[src/rtl/mu_broadcast_sched_if.sv]
// mu_broadcast_sched_if
// Groups the arbitration and broadcast signals of the motion-update
// broadcast scheduler.
//   src_valid / src_last / src_data / src_dst_cell : requests from the
//       NUM_SRC motion-update pipelines (source i occupies slice i)
//   src_ready   : one-hot grant back to the pipelines
//   out_data / out_data_dst_cell / out_data_valid : registered broadcast
//       bus snooped by every cell cache
// Modports:
//   master : the pipeline/cache side (drives requests, observes grant and bus)
//   slave  : the scheduler (consumes requests, drives grant and bus)
interface mu_broadcast_sched_if #(
    parameter int DATA_WIDTH    = 32,
    parameter int CELL_ID_WIDTH = 4,
    parameter int NUM_SRC       = 4
) ();
    logic [NUM_SRC-1:0]                 src_valid;
    logic [NUM_SRC-1:0]                 src_last;
    logic [NUM_SRC*3*DATA_WIDTH-1:0]    src_data;
    logic [NUM_SRC*3*CELL_ID_WIDTH-1:0] src_dst_cell;
    logic [NUM_SRC-1:0]                 src_ready;
    logic [3*DATA_WIDTH-1:0]            out_data;
    logic [3*CELL_ID_WIDTH-1:0]         out_data_dst_cell;
    logic                               out_data_valid;

    modport master (
        output src_valid, src_last, src_data, src_dst_cell,
        input  src_ready, out_data, out_data_dst_cell, out_data_valid
    );

    modport slave (
        input  src_valid, src_last, src_data, src_dst_cell,
        output src_ready, out_data, out_data_dst_cell, out_data_valid
    );
endinterface

[src/rtl/mu_broadcast_sched.sv]
// mu_broadcast_sched
// Sequences one motion-update pass over the double-buffered position caches.
// During BROADCAST it round-robin arbitrates the motion-update pipelines onto
// the single registered broadcast bus, keeps the cache enable high through
// FLUSH, then holds the enable low for SWAP_WAIT cycles so the caches can
// write their particle counts and swap buffers before done pulses.
// Ports:
//   clk, rst              : clock, synchronous active-high reset
//   start                 : one-cycle pulse, only honoured in IDLE
//   bus (slave modport)   : pipeline requests, one-hot grant, broadcast bus
//   motion_update_enable  : cache enable, high in BROADCAST and FLUSH
//   busy                  : high whenever not IDLE
//   done                  : one-cycle pulse at end of pass
//   broadcast_count       : particles broadcast in the current/last pass
module mu_broadcast_sched #(
    parameter int DATA_WIDTH    = 32,
    parameter int CELL_ID_WIDTH = 4,
    parameter int NUM_SRC       = 4,
    parameter int SWAP_WAIT     = 4,
    parameter int CNT_WIDTH     = 16
) (
    input  logic                 clk,
    input  logic                 rst,
    input  logic                 start,
    mu_broadcast_sched_if.slave  bus,
    output logic                 motion_update_enable,
    output logic                 busy,
    output logic                 done,
    output logic [CNT_WIDTH-1:0] broadcast_count
);
    localparam int PW    = 3 * DATA_WIDTH;
    localparam int CW    = 3 * CELL_ID_WIDTH;
    localparam int PTR_W = $clog2(NUM_SRC);
    localparam int SW_W  = $clog2(SWAP_WAIT + 1);

    typedef enum logic [2:0] {
        S_IDLE,
        S_BROADCAST,
        S_FLUSH,
        S_SETTLE,
        S_DONE
    } state_t;

    state_t               state_q, state_d;
    logic [PTR_W-1:0]     ptr_q, ptr_d;
    logic [NUM_SRC-1:0]   finished_q, finished_d;
    logic [CNT_WIDTH-1:0] count_q, count_d;
    logic [SW_W-1:0]      settle_q, settle_d;
    logic [PW-1:0]        out_data_q, out_data_d;
    logic [CW-1:0]        out_cell_q, out_cell_d;
    logic                 out_valid_q, out_valid_d;

    logic [NUM_SRC-1:0]   grant;
    logic [PTR_W-1:0]     grant_idx;
    logic                 grant_found;
    logic [PTR_W-1:0]     cand;
    int                   cand_int;

    // Round-robin search starting at the pointer; finished sources are
    // skipped so a source that has signalled last is never granted again.
    always_comb begin
        grant       = '0;
        grant_idx   = '0;
        grant_found = 1'b0;
        cand        = '0;
        cand_int    = 0;
        if (state_q == S_BROADCAST) begin
            for (int k = 0; k < NUM_SRC; k++) begin
                cand_int = int'(ptr_q) + k;
                if (cand_int >= NUM_SRC) begin
                    cand_int = cand_int - NUM_SRC;
                end
                cand = PTR_W'(cand_int);
                if (!grant_found && bus.src_valid[cand] && !finished_q[cand]) begin
                    grant_found = 1'b1;
                    grant_idx   = cand;
                    grant[cand] = 1'b1;
                end
            end
        end
    end

    always_comb begin
        state_d     = state_q;
        ptr_d       = ptr_q;
        finished_d  = finished_q;
        count_d     = count_q;
        settle_d    = settle_q;
        out_data_d  = out_data_q;
        out_cell_d  = out_cell_q;
        out_valid_d = 1'b0;
        case (state_q)
            S_IDLE: begin
                if (start) begin
                    state_d    = S_BROADCAST;
                    count_d    = '0;
                    finished_d = '0;
                    ptr_d      = '0;
                end
            end
            S_BROADCAST: begin
                // last counts even on a losing or invalid cycle
                finished_d = finished_q | bus.src_last;
                if (grant_found) begin
                    out_data_d  = bus.src_data[grant_idx*PW +: PW];
                    out_cell_d  = bus.src_dst_cell[grant_idx*CW +: CW];
                    out_valid_d = 1'b1;
                    count_d     = count_q + CNT_WIDTH'(1);
                    ptr_d       = (grant_idx == PTR_W'(NUM_SRC - 1)) ? '0
                                                                     : grant_idx + PTR_W'(1);
                end
                if (&finished_d) begin
                    state_d = S_FLUSH;
                end
            end
            S_FLUSH: begin
                settle_d = SW_W'(SWAP_WAIT - 1);
                state_d  = S_SETTLE;
            end
            S_SETTLE: begin
                if (settle_q == '0) begin
                    state_d = S_DONE;
                end else begin
                    settle_d = settle_q - SW_W'(1);
                end
            end
            S_DONE: begin
                state_d = S_IDLE;
            end
            default: begin
                state_d = S_IDLE;
            end
        endcase
    end

    always_ff @(posedge clk) begin
        if (rst) begin
            state_q     <= S_IDLE;
            ptr_q       <= '0;
            finished_q  <= '0;
            count_q     <= '0;
            settle_q    <= '0;
            out_data_q  <= '0;
            out_cell_q  <= '0;
            out_valid_q <= 1'b0;
        end else begin
            state_q     <= state_d;
            ptr_q       <= ptr_d;
            finished_q  <= finished_d;
            count_q     <= count_d;
            settle_q    <= settle_d;
            out_data_q  <= out_data_d;
            out_cell_q  <= out_cell_d;
            out_valid_q <= out_valid_d;
        end
    end

    assign bus.src_ready         = grant;
    assign bus.out_data          = out_data_q;
    assign bus.out_data_dst_cell = out_cell_q;
    assign bus.out_data_valid    = out_valid_q;
    assign motion_update_enable  = (state_q == S_BROADCAST) || (state_q == S_FLUSH);
    assign busy                  = (state_q != S_IDLE);
    assign done                  = (state_q == S_DONE);
    assign broadcast_count       = count_q;
endmodule

[src/flat_wrapper.sv]
// flat-port wrapper written by rule: the top's interface ports become plain ports
module mu_broadcast_sched_flat 
#(
    parameter int DATA_WIDTH    = 32,
    parameter int CELL_ID_WIDTH = 4,
    parameter int NUM_SRC       = 4,
    parameter int SWAP_WAIT     = 4,
    parameter int CNT_WIDTH     = 16
)
  (clk, rst, start, motion_update_enable, busy, done, broadcast_count, bus_src_valid, bus_src_last, bus_src_data, bus_src_dst_cell, bus_src_ready, bus_out_data, bus_out_data_dst_cell, bus_out_data_valid);
  mu_broadcast_sched_if #(.DATA_WIDTH(DATA_WIDTH), .CELL_ID_WIDTH(CELL_ID_WIDTH), .NUM_SRC(NUM_SRC)) bus_i ();
  input  logic clk;
  input  logic rst;
  input  logic start;
  output logic motion_update_enable;
  output logic busy;
  output logic done;
  output logic [CNT_WIDTH-1:0] broadcast_count;
  input wire logic [$bits(bus_i.src_valid)-1:0] bus_src_valid;
  input wire logic [$bits(bus_i.src_last)-1:0] bus_src_last;
  input wire logic [$bits(bus_i.src_data)-1:0] bus_src_data;
  input wire logic [$bits(bus_i.src_dst_cell)-1:0] bus_src_dst_cell;
  output wire logic [$bits(bus_i.src_ready)-1:0] bus_src_ready;
  output wire logic [$bits(bus_i.out_data)-1:0] bus_out_data;
  output wire logic [$bits(bus_i.out_data_dst_cell)-1:0] bus_out_data_dst_cell;
  output wire logic [$bits(bus_i.out_data_valid)-1:0] bus_out_data_valid;
  assign bus_i.src_valid = bus_src_valid;
  assign bus_i.src_last = bus_src_last;
  assign bus_i.src_data = bus_src_data;
  assign bus_i.src_dst_cell = bus_src_dst_cell;
  assign bus_src_ready = bus_i.src_ready;
  assign bus_out_data = bus_i.out_data;
  assign bus_out_data_dst_cell = bus_i.out_data_dst_cell;
  assign bus_out_data_valid = bus_i.out_data_valid;
  mu_broadcast_sched #(.DATA_WIDTH(DATA_WIDTH), .CELL_ID_WIDTH(CELL_ID_WIDTH), .NUM_SRC(NUM_SRC), .SWAP_WAIT(SWAP_WAIT), .CNT_WIDTH(CNT_WIDTH)) u_core (.clk(clk), .rst(rst), .start(start), .bus(bus_i), .motion_update_enable(motion_update_enable), .busy(busy), .done(done), .broadcast_count(broadcast_count));
endmodule
[config.mk]
export PLATFORM = sky130hd
export DESIGN_NAME = mu_broadcast_sched_flat
export DESIGN_NICKNAME = d
export VERILOG_FILES = /design/src/rtl/mu_broadcast_sched_if.sv /design/src/rtl/mu_broadcast_sched.sv /design/src/flat_wrapper.sv
export SDC_FILE = /design/constraint.sdc
export NUM_CORES = 1
export LEC_CHECK = 0
export CORE_AREA = 5 5 219 221
export CTS_CLUSTER_SIZE = 10
export DETAILED_ROUTE_END_ITERATION = 12
export DIE_AREA = 0 0 224 226
export GPL_TIMING_DRIVEN = 1
export PLACE_DENSITY = 0.57
export SLEW_MARGIN = 20
export SYNTH_ARGS = -nofsm -noshare
export SYNTH_HDL_FRONTEND = slang
export SYNTH_SLANG_ARGS = --single-unit
[constraint.sdc]
create_clock -name clk -period 5.1 [get_ports clk]
set_clock_uncertainty 0.1 [all_clocks]
set_input_delay 1.02 -clock clk [delete_from_list [all_inputs] [get_ports clk]]
set_output_delay 1.02 -clock clk [all_outputs]
set_load 0.05 [all_outputs]
==> impl_summary.txt, run 1 <==
----------------------------------------------------
[Synth]
  Post-Syn Nets ... 1,629
  Fraction of synthesized area in multiplexers ... 0.00795
  Xor and xnor fraction of the mapped netlist area ... 0.0128
  Flip-flop and latch count after synthesis ... 137
  Post-synthesis adder-cell area fraction ... 0.0168
  Synth area leader ... dfxtp_1
  Dominant combinational cell family by area after synthesis ... compound AO/OA/AOI/OAI gates
  Synthesized area per cell ... 6.96 µm²
  Share of flip-flops with an asynchronous set or reset after synthesis ... 0
  Part of the Yosys area used for sequential elements ... 0.335
  Synthesized cell area ... 8180 µm²
  Fraction of synthesized cell area taken by the top area cell type ... 0.335
  Main flop type after synthesis ... dfxtp_1
  Compound-gate portion of the synthesized area ... 0.297
  Synth top area cells ... dfxtp_1, nand2_1, a21oi_1
  Area share of and/or/nand/nor cells after synthesis ... 0.263
  Number of distinct library cells after synthesis ... 53
  Synthesized instance count ... 1,175
  Total of warnings raised by yosys ... 0
  Number of enable flip-flop cells after synthesis ... 0

[Detailed routing]
  First-pass iteration count of the detailed router ... 5
  Iteration-0 DRC Markers ... 575
  Total via count after detailed routing ... 10.4k
  Wire length reported by the detailed router ... 41.4 mm
  Via density per instance ... 4.50
  Antenna viol nets, final ... 0
  DRC violation count after routing ... 0
  Average wire per standard cell ... 17.9 µm

[Die]
  DIE AREA ... 50,600 µm²
  Core region area ... 46,000 µm²
  Number of rows in the core area ... 79
  Number of ports placed on the die boundary ... 575
  Width of the die ... 224 µm
  Die Span Y ... 226 µm
  Effective utilization at floorplan ... 0.178

[Worst setup path]
  Critical path cell sequence ... inv_1, ha_1, inv_1, mux4_2, nor2_1, a22oi_1, nor2_1, a221oi_1, nor2_1, buf_4
  CP max-delay cell ... dfxtp_1
  Category of the most critical setup path ... flop to output pin
  Critical path arrival ... 3.61 ns
  Max Fanout on Critical Path ... 14
  Critical path's most frequent cell ... nor2_1
  Data required time at the worst endpoint ... 3.98 ns
  Crit start category ... flop
  R2R setup slack ... 1.42 ns
  Slowest cell delay on critical path ... 0.64 ns
  Cell count of the worst reg-to-reg path ... 11
  Crit path capture type ... output pin

[GRT]
  Total overflow reported by the global router ... 0
  Total global routing track utilization ... 0.154
  Antenna violations before repair ... 4
  Pin count of the biggest net entering global routing ... 117
  Number of global-route vias before repair ... 10.4k
  Wire length of the first global-routing pass ... 60.8 mm

[Clock tree]
  Clock root buffer ... clkbuf_16
  # Post-CTS Setup Buffers ... 0
  Clock-pin slew on the worst setup and hold paths ... 0.07 ns
  # H-tree levels ... 4
  CTS tree ... done
  Max clock buf depth ... 2
  Number of gates resized after CTS ... 0
  Clock sink total ... 137
  Hold buffer count at CTS ... 0
  Clock latency reported for the late side of the worst-skew pair ... 0.48 ns
  Number of buffers added by the clock tree synthesis step ... 17

[Timing]
  Number of setup violations in the final report ... 0
  Transition time at the pin with the least slew margin ... 0.786 ns
  RSZ-0062 raised after global routing ... no
  Final critical path time including I/O delays and setup ... 4.73 ns
  Final Max Tran Viols ... 0
  Setup tns final ... 0 ns
  Relative slew slack ... 0.476
  Hold Slack ... 0.358 ns
  Endpoints failing hold ... 0
  Fmax ... 211 MHz
  Share of the clock period used by the worst path ... 0.928

[Layout]
  Post-layout nets ... 2,141
  Count of placed standard cells in the final layout, fillers left out ... 2,308
  Layout overhead on the synthesized area ... 82.3%
  End-of-flow core utilization ... 0.325
  Share of cells above drive strength 1 ... 0.0394

[Power]
  Overall Power ... 4.57 mW
  Leakage ... 6.45 nW
  VDD IR max ... 0.000176 V
  Pwr/cell area ... 306 nW/µm²

[Place]
  HPWL after DPL ... 31.4 mm
  Placed cell count ... 2,275
  Placer congestion estimate ... 0.883
  Number of port buffers ... 574

[Min path]
  Path category of the worst min-delay check ... flop to flop
  Cell depth of the worst hold path ... 1

[Run]
  Number of max-capacitance violations reported ... 0

[Outcome]
  Outcome ... finished, final reports clean

----------------------------------------------------
[critical path: cells and delay by family (launching register included)]
family / cells / cell delay, ns
DFF: 1 / 0.64
and+or+nand+nor: 3 / 0.51
buffers and inverters: 3 / 0.75
muxes: 1 / 0.60
AOI/OAI and AO/OA: 2 / 0.16
adders and majority gates: 1 / 0.46
[sequential cells by signal, summed over array words and instances, names as in the netlist]
register / flops
u_core.broadcast_count: 16
u_core.bus.out_data_valid: 1
u_core.settle_q: 3
u_core.bus.out_data: 96
u_core.finished_q: 4
u_core.ptr_q: 2
u_core.state_q: 3
u_core.bus.out_data_dst_cell: 12
[logic make-up after synthesis]
logic type      Yosys count
simple gates            536
mux                       4
buf+inv                 100
xor+xnor                 12
compound gates          375
fa+ha+maj                11
flops                   137
[where the power goes]
group	total, mW	internal [mW]	switching, mW
logic	2.01	0.829	1.18
clock network	1.21	0.628	0.578
registers	1.35	1.24	0.108
[synthesized netlist by cell type (6+ instances only)]
cell type / count
buf_4: 19
clkbuf_1: 27
nand3_1: 9
a211o_1: 108
buf_2: 34
ha_1: 11
nand2b_1: 6
nand2_1: 444
a21oi_1: 228
dfxtp_1: 137
xor2_1: 8
nor2_1: 41
o21ai_0: 6
inv_1: 7
nor3_1: 9
buf_6: 8
a22oi_1: 8
[metrics by stage]
step	worst slack (ns)	cell area, µm²
after floorplan	0.987	8180
after global placement	0.689	14400
after detailed placement	0.640	14400
after CTS	0.345	14900
after global routing	0.0884	14900
final	0.369	14900
[layer usage]
metal | global-route usage | vias up | wire, µm
li1 | - | 5068 | -
met1 | 0.180 | 4814 | 16600
met2 | 0.263 | 449 | 20400
met3 | 0.0576 | 53 | 3450
met4 | 0.0516 | 2 | 880
met5 | 0 | - | 13
[path summary, 6_finish.rpt]
kind                           start                               to
min reg2reg  u_core.bus.out_data[48]          u_core.bus.out_data[48]
max reg2reg          u_core.ptr_q[0]  u_core.bus.out_data_dst_cell[9]
min          u_core.bus.out_data[48]          u_core.bus.out_data[48]
max                  u_core.ptr_q[0]                 bus_src_ready[3]
[layout by cell type, fill, tap and decap left out, types with 9 or more instances in the layout]
master / count
clkdlybuf4s50_1: 570
nand2_1: 444
a21oi_1: 228
dfxtp_1: 137
a211o_1: 108
nor2_1: 40
clkbuf_16: 17
ha_1: 11
nand3_1: 9
nor3_1: 9
[cell type report]
type | count | area, µm²
antenna | 1 | 2.50
clock buffer | 17 | 425
clock inverter | 15 | 115
fill | 4957 | 31000
inverter | 7 | 26.3
multi-input combinational | 938 | 4920
sequential | 137 | 2740
tap | 607 | 759
timing repair buffer | 586 | 5930
(Power assumes the default switching activity.)
==> run 2: changes to the inputs <==
--- a/config.mk
+++ b/config.mk
@@ -5,13 +5,12 @@
 export SDC_FILE = /design/constraint.sdc
 export NUM_CORES = 1
 export LEC_CHECK = 0
-export CORE_AREA = 5 5 219 221
+export CORE_AREA = 5 5 221 223
 export CTS_CLUSTER_SIZE = 10
 export DETAILED_ROUTE_END_ITERATION = 12
-export DIE_AREA = 0 0 224 226
+export DIE_AREA = 0 0 226 228
 export GPL_TIMING_DRIVEN = 1
-export PLACE_DENSITY = 0.57
-export SLEW_MARGIN = 20
+export PLACE_DENSITY = 0.56
 export SYNTH_ARGS = -nofsm -noshare
 export SYNTH_HDL_FRONTEND = slang
 export SYNTH_SLANG_ARGS = --single-unit
==> constraint.sdc (replaced) <==
create_clock -name clk -period 4.85 [get_ports clk]
set_clock_uncertainty 0.1 [all_clocks]
set_input_delay 0.97 -clock clk [delete_from_list [all_inputs] [get_ports clk]]
set_output_delay 0.97 -clock clk [all_outputs]
set_load 0.05 [all_outputs]
==> run 2 against run 1 <==
  * Combinational power is 7% higher
  * Wire length is 3.4% higher
  * Register-to-register slack worse by 0.13 ns
  * First-iteration DRC count is 14% higher
  * Die area is 1.8% higher
  * Non-clock buffer count is 14 higher
  * Sequential share of layout area is 0.19 points lower
  * Count of clock-buffer cells in the layout is 5 higher
  * Final cell count is 0.61% higher
  * Global-route usage is 0.30 points higher
  * Design area is 1.1% higher
  * Clock power is 6% higher
  * Largest cell class unchanged
==> impl_summary.txt, run 2 (synthesis results as in run 1) <==
----------------------------------------------------
[Timing]
  RSZ-0062 raised after global routing ... no
  Final Max Tran Viols ... 0
  Relative slew slack ... 0.477
  Share of the clock period used by the worst path ... 0.922
  Number of setup violations in the final report ... 0
  Transition time at the pin with the least slew margin ... 0.785 ns
  Setup tns final ... 0 ns
  Endpoints failing hold ... 0
  Setup slack after layout ... 0.379 ns
  Fmax ... 224 MHz
  Final critical path time including I/O delays and setup ... 4.47 ns

[Place]
  Number of port buffers ... 574
  Placer congestion estimate ... 0.895
  Placed cell count ... 2,289
  Post-Place Setup Slack ... 0.642 ns
  HPWL after DPL ... 32.7 mm

[Worst setup path]
  Critical path cell sequence ... inv_1, ha_1, inv_1, mux4_2, nor2_1, a22oi_1, nor2_1, a221oi_1, nor2_1, buf_12
  Count of buffer and inverter cells on the critical path ... 3
  Critical path arrival ... 3.40 ns
  Destination of the worst register-to-register timing path ... u_core.bus.out_data[5]
  Worst reg2reg path startpoint ... u_core.ptr_q[1]
  Cell count of the worst reg-to-reg path ... 9
  Critical path's top delay family ... buffers and inverters
  Category of the most critical setup path ... flop to output pin
  Critical path's most frequent cell ... nor2_1
  Crit start category ... flop
  Slowest cell delay on critical path ... 0.60 ns
  CP max-delay cell ... mux4_2
  Crit path capture type ... output pin
  Data required time at the worst endpoint ... 3.78 ns
  Max Fanout on Critical Path ... 9
  R2R setup slack ... 1.29 ns

[Min path]
  Hold path start ... u_core.bus.out_data[40]
  Cell depth of the worst hold path ... 1
  Path category of the worst min-delay check ... flop to flop
  Destination of the worst hold path ... u_core.bus.out_data[40]

[Clock tree]
  Clock-pin slew on the worst setup and hold paths ... 0.06 ns
  Max clock buf depth ... 2
  Clock root buffer ... clkbuf_16
  Number of buffers added by the clock tree synthesis step ... 17
  # Post-CTS Setup Buffers ... 0
  # H-tree levels ... 4
  Clock latency reported for the late side of the worst-skew pair ... 0.47 ns
  CTS tree ... done
  Clock sink total ... 137

[Power]
  Sequential Power Share ... 0.295
  VDD IR max ... 0.000248 V
  Pwr/cell area ... 322 nW/µm²
  Clk network pwr share ... 0.264
  Net load switching power ... 1.94 mW
  Leakage ... 6.53 nW
  Net switching fraction of the power ... 0.400
  Fraction of power consumed by combinational cells ... 0.442
  Internal power ... 2.92 mW

[Die]
  Core region area ... 46,400 µm²
  Number of ports placed on the die boundary ... 575
  Number of rows in the core area ... 79
  Width of the die ... 226 µm
  Effective utilization at floorplan ... 0.177
  Die Span Y ... 228 µm
  DIE AREA ... 51,500 µm²

[Detailed routing]
  Iteration-0 DRC Markers ... 658
  Total via count after detailed routing ... 10.3k
  DRC violation count after routing ... 0
  Antenna viol nets, final ... 0
  First-pass iteration count of the detailed router ... 5
  Via density per instance ... 4.43
  Wire length reported by the detailed router ... 42.8 mm
  Average wire per standard cell ... 18.4 µm

[GRT]
  Antenna violations before repair ... 5
  Pin count of the biggest net entering global routing ... 82
  Wire length of the first global-routing pass ... 62.7 mm
  Total overflow reported by the global router ... 0
  Total global routing track utilization ... 0.157
  Number of global-route vias before repair ... 10.5k

[Outcome]
  Outcome ... finished, final reports clean

[Layout]
  Layout overhead on the synthesized area ... 84.3%
  Count of placed standard cells in the final layout, fillers left out ... 2,322
  Highest-count cells in the layout ignoring fill and taps ... clkdlybuf4s50_1, nand2_1, a21oi_1
  Post-layout nets ... 2,155
  Number of flip-flops under the largest register name ... 96
  Most common cell after layout, fill and taps aside ... clkdlybuf4s50_1
  Share of cells above drive strength 1 ... 0.0455

[Run]
  Number of max-capacitance violations reported ... 0

----------------------------------------------------
run 2: cell types whose count changed in the layout (fill, tap and decap cells not counted):
| cell | change |
|---|---|
| dfxtp_1 | -1 |
| clkbuf_8 | +1 |
| buf_12 | +4 |
| buf_4 | +10 |
| dfxtp_2 | +1 |
| clkinv_4 | +1 |
| clkbuf_1 | +4 |
| bufinv_16 | +1 |
| inv_8 | -1 |
| clkinv_2 | -2 |
| inv_6 | -5 |
| clkinvlp_4 | +1 |
run 2: through the flow:
step / total power [mW] / hold slack (ns) / cell area (µm²) / util
6_report: 4.86 / 0.359 / 15100 / 0.325
5_1_grt: 5.11 / 0.378 / 15100 / 0.325
4_1_cts: 4.94 / 0.363 / 15100 / 0.325
3_5_place_dp: 3.62 / 0.348 / 14500 / 0.313
3_3_place_gp: 3.61 / 0.341 / 14500 / 0.313
2_1_floorplan: 2.66 / 0.343 / 8180 / -
run 2: power groups by stage:
stage	clock network (mW)	registers [mW]	logic [mW]
finish	1.28	1.43	2.15
global route	1.38	1.45	2.28
CTS	1.34	1.43	2.17
detailed placement	0	1.46	2.16
global placement	0	1.45	2.16
floorplan	0	2.00	0.652
run 2: worst max path at each step:
stage / from / endpoint / slack, ns / cells after the start
floorplan: u_core.ptr_q[0] / bus_src_ready[0] / 0.79 / 11
global placement: bus_src_valid[1] / bus_src_ready[2] / 0.66 / 10
detailed placement: bus_src_valid[1] / bus_src_ready[2] / 0.64 / 10
CTS: u_core.ptr_q[0] / bus_src_ready[2] / 0.15 / 10
global route: u_core.ptr_q[1] / bus_src_ready[0] / 0.07 / 10
finish: u_core.ptr_q[1] / bus_src_ready[2] / 0.38 / 10
run 2: cell type report:
type,count,area [µm²]
Fill cell,4950,31300
Timing Repair Buffer,600,6080
Multi-Input combinational cell,938,4920
Sequential cell,137,2740
Tap cell,607,759
Clock buffer,22,454
Clock inverter,10,96.3
Inverter,7,26.3
Antenna cell,1,2.50
run 2: repair_timing:
item	4_1_cts	5_1_grt
gates resized for setup	0	1
setup endpoints to repair	0	4
hold buffers	0	0
run 2: per-layer routing:
layer,up-vias,track usage,share of wire
met5,-,0,0.0014
met4,8,0.0541,0.023
met3,62,0.0583,0.088
met2,432,0.276,0.49
met1,4686,0.175,0.40
li1,5108,-,-
